`src/rtl/imm_extender_pipe.sv`:
```
// imm_extender_pipe: elastic immediate extender with tag sideband, flush and illegal-format counter
module imm_extender_pipe #(
   parameter int XLEN       = 32,
   parameter int PIPE_DEPTH = 2,
   parameter int TAG_W      = 5
) (
   input  logic             clk,
   input  logic             rst_n,
   input  logic             flush,
   input  logic             in_valid,
   output logic             in_ready,
   input  logic [24:0]      instr,
   input  logic [2:0]       immsrc,
   input  logic [TAG_W-1:0] in_tag,
   output logic             out_valid,
   input  logic             out_ready,
   output logic [XLEN-1:0]  immext,
   output logic [TAG_W-1:0] out_tag,
   output logic             illegal,
   output logic [7:0]       err_count
);
   logic [XLEN-1:0]       ext;
   logic [XLEN-1:0]       dat [PIPE_DEPTH];
   logic [TAG_W-1:0]      tag [PIPE_DEPTH];
   logic [PIPE_DEPTH-1:0] vld, ill;
   logic [PIPE_DEPTH:0]   rdy;
   // instr[k] holds instruction bit k+7
   always_comb
      ext = immsrc == 3'd0 ? XLEN'($signed(instr[24:13]))
          : immsrc == 3'd1 ? XLEN'($signed({instr[24:18], instr[4:0]}))
          : immsrc == 3'd2 ? XLEN'($signed({instr[24], instr[0], instr[23:18], instr[4:1], 1'b0}))
          : immsrc == 3'd3 ? XLEN'($signed({instr[24], instr[12:5], instr[13], instr[23:14], 1'b0}))
          : immsrc == 3'd4 ? XLEN'($signed({instr[24:5], 12'b0}))
          : immsrc == 3'd5 ? XLEN'(instr[12:8])
          : immsrc == 3'd6 ? (XLEN == 32 ? XLEN'(instr[17:13]) : XLEN'(instr[18:13]))
          : '0;
   always_comb begin
      rdy[PIPE_DEPTH] = out_ready;
      for (int i = PIPE_DEPTH - 1; i >= 0; i--)
         rdy[i] = !vld[i] || rdy[i+1];
   end
   assign in_ready  = !flush && rdy[0];
   assign out_valid = vld[PIPE_DEPTH-1];
   assign immext    = dat[PIPE_DEPTH-1];
   assign out_tag   = tag[PIPE_DEPTH-1];
   assign illegal   = ill[PIPE_DEPTH-1];
   always_ff @(posedge clk or negedge rst_n)
      if (!rst_n) begin
         for (int k = 0; k < PIPE_DEPTH; k++) begin
            dat[k] <= '0;
            tag[k] <= '0;
         end
         vld       <= '0;
         ill       <= '0;
         err_count <= '0;
      end else begin
         if (in_valid && in_ready) begin
            dat[0] <= ext;
            tag[0] <= in_tag;
            ill[0] <= &immsrc;
         end
         vld[0] <= !flush && (rdy[0] ? in_valid : vld[0]);
         for (int k = 1; k < PIPE_DEPTH; k++) begin
            if (rdy[k] && vld[k-1]) begin
               dat[k] <= dat[k-1];
               tag[k] <= tag[k-1];
               ill[k] <= ill[k-1];
            end
            vld[k] <= !flush && (rdy[k] ? vld[k-1] : vld[k]);
         end
         if (in_valid && in_ready && &immsrc && err_count != 8'hFF)
            err_count <= err_count + 8'd1;
      end
endmodule

```
`config.mk`:
```
export PLATFORM = sky130hd
export DESIGN_NAME = imm_extender_pipe
export DESIGN_NICKNAME = d
export VERILOG_FILES = /design/src/rtl/imm_extender_pipe.sv
export SDC_FILE = /design/constraint.sdc
export NUM_CORES = 1
export LEC_CHECK = 0
export ABC_AREA = 1
export ABC_CLOCK_PERIOD_IN_PS = 1300
export BUFFER_PORTS_ARGS = -buffer_cell sky130_fd_sc_hd__clkbuf_2
export CELL_PAD_IN_SITES_DETAIL_PLACEMENT = 1
export CELL_PAD_IN_SITES_GLOBAL_PLACEMENT = 1
export CORE_UTILIZATION = 28
export DETAILED_ROUTE_END_ITERATION = 12
export PLACE_DENSITY = 0.7
export SLEW_MARGIN = 20
export SYNTH_ARGS = -nofsm -noshare
export SYNTH_HDL_FRONTEND = slang
export SYNTH_SLANG_ARGS = --single-unit
```
`constraint.sdc`:
```
create_clock -name clk -period 1.3 [get_ports clk]
set_input_delay 0.065 -clock clk [delete_from_list [all_inputs] [get_ports clk]]
set_output_delay 0.065 -clock clk [all_outputs]
set_load 0.02 [all_outputs]
```
==> flow_metrics.tcl, run 1 <==
set metrics [dict create \
    run_status "complete, no violations" \
    fill_cells 1811 \
    yosysMostFrequentCell "nand2_1" \
    antenna_found_initial 0 \
    setup_slack_ns 0.0167 \
    drv_slew 0 \
    dpl.hpwl_mm 8.32 \
    hp-class "primary input to register" \
    drc_errors 0 \
    cts_max_level 3 \
    rr_startpoint "vld[1]$_DFF_PN0_" \
    die_area_um2 16000 \
    synth_fp_nets 537 \
    design.core.area_um2 15200 \
    dpl-instance-area_um2 4840 \
    worstPathMaxFanout 3 \
    synthFlopType "dfrtp_1" \
    row_count 45 \
    drt_pass1_iterations 4 \
    synthArstFlopShare_pct 100 \
    timing.rr.end "vld[0]$_DFF_PN0_" \
    synth_top_area_cell "dfrtp_1" \
    design_area_um2 5410 \
    r2r_slack_ns 0.02 \
    synth_top_area_share_pct 49.5 \
    hp-start "out_ready" \
    grt.total_usage_pct 15.1 \
    cp.required_ns 1.52 \
    worstRegToRegCells 3 \
    ys_ff_latch 86 \
    fin_crit_sh_pct 98.7 \
    crit_path_end_kind "register" \
    yosys_warnings 0 \
    tightestPinTransition_ns 0.369 \
    start_util_pct 28.6 \
    totalWireLength_mm 11.3 \
    syn_inst 498 \
    power.leakage_nw 2.86 \
    synth_seq_area_share_pct 49.5 \
    power.density_nw_per_um2 1390 \
    vdd_drop_max_uv 647 \
    vias 3495 \
    hold_violations 0 \
    yosys.cell_types.count 29 \
    slowest_delay_ns 0.56 \
    cts-root-buf "clkbuf_16" \
    vias_per_cell 4.52 \
    clk_pin_slew_worst_paths_ns 0.06 \
    cap_violations 0 \
    crit_type "register to register" \
    grt_overflow_total 0 \
    die_x_um 127 \
    drive_gt1_share_pct 30.8 \
    cts_sinks 86 \
    seq_area_um2 2160 \
    synthTopCellsByArea "dfrtp_1, nand2_1, buf_4, nand3_1, inv_1" \
    start_kind "register" \
    nets 619 \
    place_ws_ns -0.0118 \
    critPathSlowestCell "dlygate4sd3_1" \
    holdWs_ns 0.0605 \
    multiInputGateArea_um2 1670 \
    syn_area_um2 4350 \
    syn_area_per_cell_um2 8.74 \
    num_antenna_cells 0 \
    cts_buffers 9 \
    period_needed_ns 1.28 \
    synthToLayoutAreaGrowth_pct 24.4 \
    setup_viol 0 \
    place.gp.congestion 0.765 \
    wire_per_inst_um 14.6 \
    crit_arrival_ns 1.51 \
    grt_first_pass_wirelength_mm 18.9 \
    path_cells "nand3_4 > a21oi_1 > dlygate4sd3_1" \
    max-slew-margin-rel_pct 75.4 \
    final.setup_skew_ns 0.00521 \
    synth-edff-count 0 \
    clk-insertion-delay-late_ns 0.34 \
    rsz0062_at_grt "true" \
    grt_pass1_vias 3706 \
    synthTopCellsByCount "nand2_1, dfrtp_1, inv_1" \
    ant_nets 0 \
    max_freq_mhz 779 \
    cts_tree "done" \
    clock_path_buffers 2 \
    critical_path.startpoint "vld[1]$_DFF_PN0_" \
    dieHeight_um 127 \
    port_buffers 85 \
    io_pins 86 \
    grt_max_degree 50 \
    drt_iter0_markers 180 \
    crit_end "vld[0]$_DFF_PN0_" \
]
## flip-flops by register name, summed over array words and instances (netlist names)
register,cells
out_tag,5
ill,2
err_count,8
dat,32
vld,2
immext,32
tag,5
## power by group
| part | switching (mW) | internal, mW | total (mW) |
|---|---|---|---|
| combinational | 1.08 | 0.691 | 1.77 |
| clock | 1.06 | 1.35 | 2.41 |
| sequential | 0.232 | 3.12 | 3.35 |
| total | 2.38 | 5.15 | 7.53 |
## per-layer routing
layer,track usage [%],vias to the layer above,share of wire [%]
li1,-,1717,-
met1,19.1,1699,46
met2,25.1,71,48
met3,4.56,8,4.7
met4,4.41,0,1.3
met5,0,-,0
## worst max-delay path: cells and delay by family, from the launching register on
family / cells / cell delay [ns]
buf+inv: 1 / 0.56
simple gates: 1 / 0.11
compound gates: 1 / 0.07
flops: 1 / 0.43
## worst min-delay path by stage
stage,endpoint,depth (start not counted)
finish,vld[1]$_DFF_PN0_,4
global route,dat[51]$_DFFE_PN0P_,5
CTS,vld[1]$_DFF_PN0_,4
detailed placement,out_tag[3]$_DFFE_PN0P_,1
global placement,out_tag[1]$_DFFE_PN0P_,1
floorplan,dat[32]$_DFFE_PN0P_,0
## cell families after synthesis
| logic type | Yosys count | synth area share [%] |
|---|---|---|
| multiplexers | 16 | 4.14 |
| AO/OA/AOI/OAI | 57 | 7.07 |
| AND/OR/NAND/NOR | 222 | 24.4 |
| flip-flops | 86 | 49.5 |
| adder cells (fa/ha/maj) | 1 | 0.288 |
| buffers and inverters | 113 | 14.1 |
| XOR/XNOR | 3 | 0.604 |
## metrics by stage
| stage | setup TNS, ns | std cells | util (%) | total power [mW] |
|---|---|---|---|---|
| finish | 0 | 773 | 35.6 | 7.53 |
| global route | -1.09 | 773 | 35.6 | 7.96 |
| CTS | -0.00840 | 768 | 35.0 | 7.63 |
| detailed placement | -0.0218 | 735 | 31.9 | 5.10 |
| global placement | 0 | 735 | 31.9 | 5.02 |
| floorplan | 0 | 498 | - | 4.72 |
## placed cells by master, fill, tap and decap left out, types with 9 or more instances in the layout
| cell | instances |
|---|---|
| nand2_1 | 117 |
| clkbuf_2 | 84 |
| dfrtp_1 | 83 |
| inv_1 | 52 |
| nand3_1 | 39 |
| o21ai_0 | 30 |
| nor2_1 | 26 |
| buf_4 | 20 |
| nand4_1 | 15 |
| mux2_2 | 15 |
| dlygate4sd3_1 | 14 |
| o21ai_1 | 9 |
| clkbuf_16 | 9 |
## repair_timing
item	CTS	global route
setup buffers	1	5
resized for setup	2	15
pin swaps	3	6
gates cloned	2	0
hold buffers	14	0
endpoints found under the hold margin	58	0
setup endpoints to repair	15	51
## area by class of cell
class | instances | share of cell area, %
sequential | 86 | 39.8
multi-input combinational | 300 | 30.8
timing repair buffer | 125 | 15.6
clock buffer | 11 | 4.49
tap | 188 | 4.35
inverter | 58 | 4.25
clock inverter | 5 | 0.647
Power figures use the tool's default switching activity.
==> run 2, diff against run 1 <==
Settings changed: CORE_ASPECT_RATIO from default to 0.8.
==> run 2 against run 1 <==
Global-route usage decreased by 0.30 points. Via count grew 1.4%. Clock power grew 16%. Worst hold slack got worse by 0.056 ns. Clock skew decreased by 0.0011 ns. Core utilization up 0.87 points. Routed wire length grew 0.79%. The run now ends with setup timing left. Largest cell class unchanged. Design area up 1.8%. Power increased by 5.0%. Sequential power hardly changed. Register-to-register slack worse by 0.05 ns.
==> flow_metrics.tcl, run 2 (synthesized netlist as in run 1, its figures left out) <==
set metrics [dict create \
    run_status "finished with violations" \
    violations "setup timing" \
    design_area_um2 5510 \
    io_pins 86 \
    slowest_delay_ns 0.43 \
    hold_violations 0 \
    port_buffers 85 \
    die_area_um2 16000 \
    clk_pin_slew_worst_paths_ns 0.06 \
    num_antenna_cells 0 \
    hp-start "instr[19]" \
    ant_nets 0 \
    grt_overflow_total 0 \
    path_cells "nand3_4 > nand3_4 > nor2_8 > nand2_4 > nand2_1 > nand2_1" \
    totalWireLength_mm 11.4 \
    final_cells 789 \
    cap_violations 0 \
    setup_viol 10 \
    cp.required_ns 1.52 \
    start_util_pct 28.8 \
    crit_buf_inv 0 \
    design.core.area_um2 15100 \
    die_x_um 141 \
    drv_slew 0 \
    rsz0062_at_grt "true" \
    postLayoutCoreUtil_pct 36.5 \
    dpl-instance-area_um2 4870 \
    power.total_mw 7.90 \
    cts_sinks 86 \
    clock_path_buffers 2 \
    cts_buffers 9 \
    grt.total_usage_pct 14.8 \
    tightestPinTransition_ns 0.500 \
    cts_tree "done" \
    vias_per_cell 4.49 \
    holdWs_ns 0.00451 \
    final_cell_mix "nand2_1, dfrtp_1, clkbuf_2" \
    antenna_found_initial 0 \
    synthToLayoutAreaGrowth_pct 26.7 \
    rr_startpoint "vld[1]$_DFF_PN0_" \
    cts-root-buf "clkbuf_16" \
    dieHeight_um 113 \
    grt_pass1_vias 3716 \
    fin_crit_sh_pct 102 \
    max-slew-margin-rel_pct 66.6 \
    worst_path_dominant_cell_family "simple AND/OR/NAND/NOR gates" \
    wire_per_inst_um 14.4 \
    worstRegToRegCells 6 \
    worstPathMaxFanout 8 \
    whs_path_depth 3 \
    max_freq_mhz 752 \
    cts_max_level 3 \
    power.density_nw_per_um2 1430 \
    clk-insertion-delay-late_ns 0.33 \
    r2r_slack_ns -0.03 \
    dpl.cell_count 757 \
    crit_path_end_kind "register" \
    setup_slack_ns -0.0292 \
    drc_errors 0 \
    hold_end "dat[38]$_DFFE_PN0P_" \
    power.leakage_nw 2.86 \
    hp-class "primary input to register" \
    grt_max_degree 37 \
    grt_first_pass_wirelength_mm 18.6 \
    nets 613 \
    vias 3543 \
    critPathSlowestCell "dfrtp_2" \
    period_needed_ns 1.33 \
    timing.rr.end "err_count[0]$_DFFE_PN0P_" \
    vdd_drop_max_uv 601 \
    layout_commonest_cell "nand2_1" \
    final.setup_skew_ns 0.00413 \
    start_kind "register" \
    row_count 40 \
    crit_type "register to register" \
    dpl.hpwl_mm 8.27 \
    drt_pass1_iterations 4 \
    drt_iter0_markers 224 \
    drive_gt1_share_pct 33.5 \
    place.gp.congestion 0.879 \
    crit_arrival_ns 1.55 \
]
==> run 2: cell types whose count changed in the layout (fill, tap and decap cells not counted), sizes merged <==
cell         previous run  this run
inv                    57        58
dlygate4sd3            14         8
clkinv                  5         2
nor2                   32        33
buf                    26        25
bufbuf                  1         0
bufinv                  0         2
clkbuf                 95        96
==> run 2: layer usage <==
metal | routed length [um] | share of wire [%] | GRT usage (%) | vias up
met5 | 0 | 0 | 0 | -
met4 | 80 | 0.70 | 3.26 | 0
met3 | 361 | 3.2 | 3.44 | 9
met2 | 5370 | 47 | 24.1 | 69
met1 | 5570 | 49 | 20.1 | 1756
li1 | - | - | - | 1709
==> run 2: worst min-delay path, delay by kind of cell <==
family | cells | cell delay [ns]
buffers and inverters | 1 | 0.11
and+or+nand+nor | 1 | 0.07
AOI/OAI and AO/OA | 1 | 0.05
==> run 2: final cells by class <==
cell class,count,area (um2)
fill,1779,9600
tap,210,263
inverter,58,233
sequential,86,2160
clock inverter,5,81.3
clock buffer,11,243
multi-input combinational,301,1730
timing repair buffer,118,807
==> run 2: repair_timing <==
item / 4_1_cts / 5_1_grt
hold buffers: 8 / 0
buffers inserted: 3 / 2
cloned: 1 / 4
hold endpoints to repair: 59 / 0
endpoints found under the setup margin: 11 / 57
resized for setup: 2 / 33
pin swaps: 1 / 7
==> run 2: power breakdown <==
group	internal (mW)	switching, mW
Combinational	0.682	1.09
Clock	1.74	1.05
Sequential	3.11	0.228
==> run 2: worst max path at each step <==
stage / from / depth (start not counted) / endpoint / slack (ns)
CTS: vld[0]$_DFF_PN0_ / 6 / dat[60]$_DFFE_PN0P_ / 0.002
floorplan: err_count[0]$_DFFE_PN0P_ / 7 / err_count[7]$_DFFE_PN0P_ / 0.007
finish: vld[1]$_DFF_PN0_ / 6 / err_count[0]$_DFFE_PN0P_ / -0.03
global placement: vld[1]$_DFF_PN0_ / 6 / dat[61]$_DFFE_PN0P_ / 0.02
global route: vld[1]$_DFF_PN0_ / 6 / err_count[0]$_DFFE_PN0P_ / -0.11
detailed placement: vld[1]$_DFF_PN0_ / 6 / dat[58]$_DFFE_PN0P_ / -0.06
==> run 2: through the flow <==
stage / setup WS (ns) / setup TNS (ns)
5_1_grt: -0.109 / -2.55
3_3_place_gp: 0.0194 / 0
6_report: -0.0292 / -0.130
3_5_place_dp: -0.0619 / -0.338
4_1_cts: 0.00162 / 0
2_1_floorplan: 0.00663 / 0
==> run 3, diff against run 2 <==
Settings changed: REMOVE_ABC_BUFFERS from default to 1.
==> run 3 against run 2 <==
The run still ends with setup timing left. Setup slack gained 0.0020 ns. Worst hold slack gained 0.058 ns. First-iteration DRC count shrank 49%. Sequential power is essentially flat. Power grew 3.5%. Critical path type unchanged. Highest routed layer unchanged.
==> flow_metrics.tcl, run 3 (synthesized netlist as in run 1, its figures left out) <==
set metrics [dict create \
    io_pins 86 \
    hp-start "instr[7]" \
    clk-insertion-delay-late_ns 0.35 \
    p_switching_mw 2.43 \
    nets 626 \
    worstRegToRegCells 4 \
    vias_per_cell 4.46 \
    holdWs_ns 0.0625 \
    fin_crit_sh_pct 102 \
    drc_errors 0 \
    grt_pass1_vias 3763 \
    max-slew-margin-rel_pct 71.0 \
    layout_commonest_cell "nand2_1" \
    wire_per_inst_um 14.8 \
    power.leakage_nw 2.95 \
    drt_pass1_iterations 4 \
    hp-class "primary input to register" \
    run_status "finished with violations" \
    drive_gt1_share_pct 33.6 \
    dpl.hpwl_mm 8.32 \
    worstPathMaxFanout 20 \
    clock_path_buffers 2 \
    hold_violations 0 \
    cts-root-buf "clkbuf_16" \
    synthToLayoutAreaGrowth_pct 29.7 \
    dieHeight_um 113 \
    power.total_mw 8.18 \
    finalSetupTns_ns -0.162 \
    period_needed_ns 1.33 \
    cap_violations 0 \
    whs_path_depth 5 \
    start_kind "register" \
    antenna_found_initial 0 \
    setup_slack_ns -0.0271 \
    place_ws_ns -0.0693 \
    power.density_nw_per_um2 1450 \
    crit_path_end_kind "register" \
    port_buffers 85 \
    tightestPinTransition_ns 0.435 \
    totalWireLength_mm 11.9 \
    drv_slew 0 \
    violations "setup timing" \
    grt_max_degree 31 \
    die_area_um2 16000 \
    num_antenna_cells 0 \
    vdd_drop_max_uv 725 \
    crit_type "register to register" \
    max_freq_mhz 754 \
    grt.total_usage_pct 15.4 \
    p_int_mw 5.75 \
    power_frac_comb_pct 22.1 \
    die_x_um 141 \
    grt_first_pass_wirelength_mm 19.1 \
    rr_startpoint "vld[0]$_DFF_PN0_" \
    power_frac_clock_pct 37.0 \
    final_cell_mix "nand2_1, dfrtp_1, clkbuf_2" \
    p_sw_share_pct 29.7 \
    clk_pin_slew_worst_paths_ns 0.06 \
    cts_max_level 3 \
    crit_arrival_ns 1.55 \
    sequentialPowerShare_pct 40.9 \
    design.core.area_um2 15100 \
    setup_viol 10 \
    cts_sinks 86 \
    cts_buffers 9 \
    cts_tree "done" \
    grt_overflow_total 0 \
    fill_cells 1816 \
    place.gp.congestion 0.840 \
    start_util_pct 28.8 \
    drt_iter0_markers 115 \
    rsz0062_at_grt "true" \
    cp.required_ns 1.53 \
    row_count 40 \
    vias 3575 \
    final.setup_skew_ns 0.00969 \
    critical_path.startpoint "vld[0]$_DFF_PN0_" \
    ant_nets 0 \
]
run 3: critical path, stage by stage (launching register included):
cell	delay, ns
dfrtp_1	0.40
buf_4	0.15
nand2_4	0.13
buf_12	0.17
mux2_2	0.35
run 3: repair_timing:
item | in CTS | in global routing
pin swaps | 1 | 7
setup buffers | 0 | 8
setup endpoints to repair | 31 | 61
gates resized for setup | 7 | 41
cloned | 1 | 3
hold buffers | 14 | 0
hold endpoints to repair | 40 | 0
run 3: worst paths after layout:
| check | slack, ns | endpoint |
|---|---|---|
| setup / recovery | -0.03 | immext[24]$_DFFE_PN0P_ |
| max in group asynchronous | 0.45 | immext[9]$_DFFE_PN0P_ |
| hold / removal | 0.06 | dat[46]$_DFFE_PN0P_ |
| min in group asynchronous | 0.20 | dat[57]$_DFFE_PN0P_ |
| hold reg to reg | 0.48 | dat[53]$_DFFE_PN0P_ |
| setup reg to reg | -0.03 | immext[24]$_DFFE_PN0P_ |
run 3: cell type report:
cell class                 instances  area, um2  share of cell area [%]
tap                              210        263                    4.66
clock buffer                      10        239                    4.23
timing repair inverter             1       8.76                   0.155
clock inverter                     6        109                    1.93
timing repair buffer             131        935                    16.6
inverter                          58        238                    4.21
multi-input combinational        300       1700                    30.1
sequential                        86       2150                    38.2
run 3: power groups by stage:
stage          Combinational, mW  Clock (mW)  Sequential (mW)
2_1_floorplan              0.610           0             3.69
3_3_place_gp                1.64           0             3.37
3_5_place_dp                1.69           0             3.39
4_1_cts                     1.74        3.11             3.35
5_1_grt                     1.99        3.21             3.41
6_report                    1.80        3.03             3.35
run 3: metal layers:
| metal | GRT usage [%] | up-vias | wire, um |
|---|---|---|---|
| li1 | - | 1738 | - |
| met1 | 20.1 | 1748 | 5540 |
| met2 | 25.1 | 77 | 5740 |
| met3 | 3.90 | 12 | 490 |
| met4 | 4.71 | 0 | 129 |
| met5 | 0 | - | 0 |
run 3: per-stage QoR:
step / cells / area (um2) / util, %
CTS: 791 / 5380 / 35.6
detailed placement: 760 / 4860 / 32.2
finish: 802 / 5640 / 37.3
global route: 802 / 5640 / 37.3
global placement: 760 / 4860 / 32.2
floorplan: 443 / 3970 / -
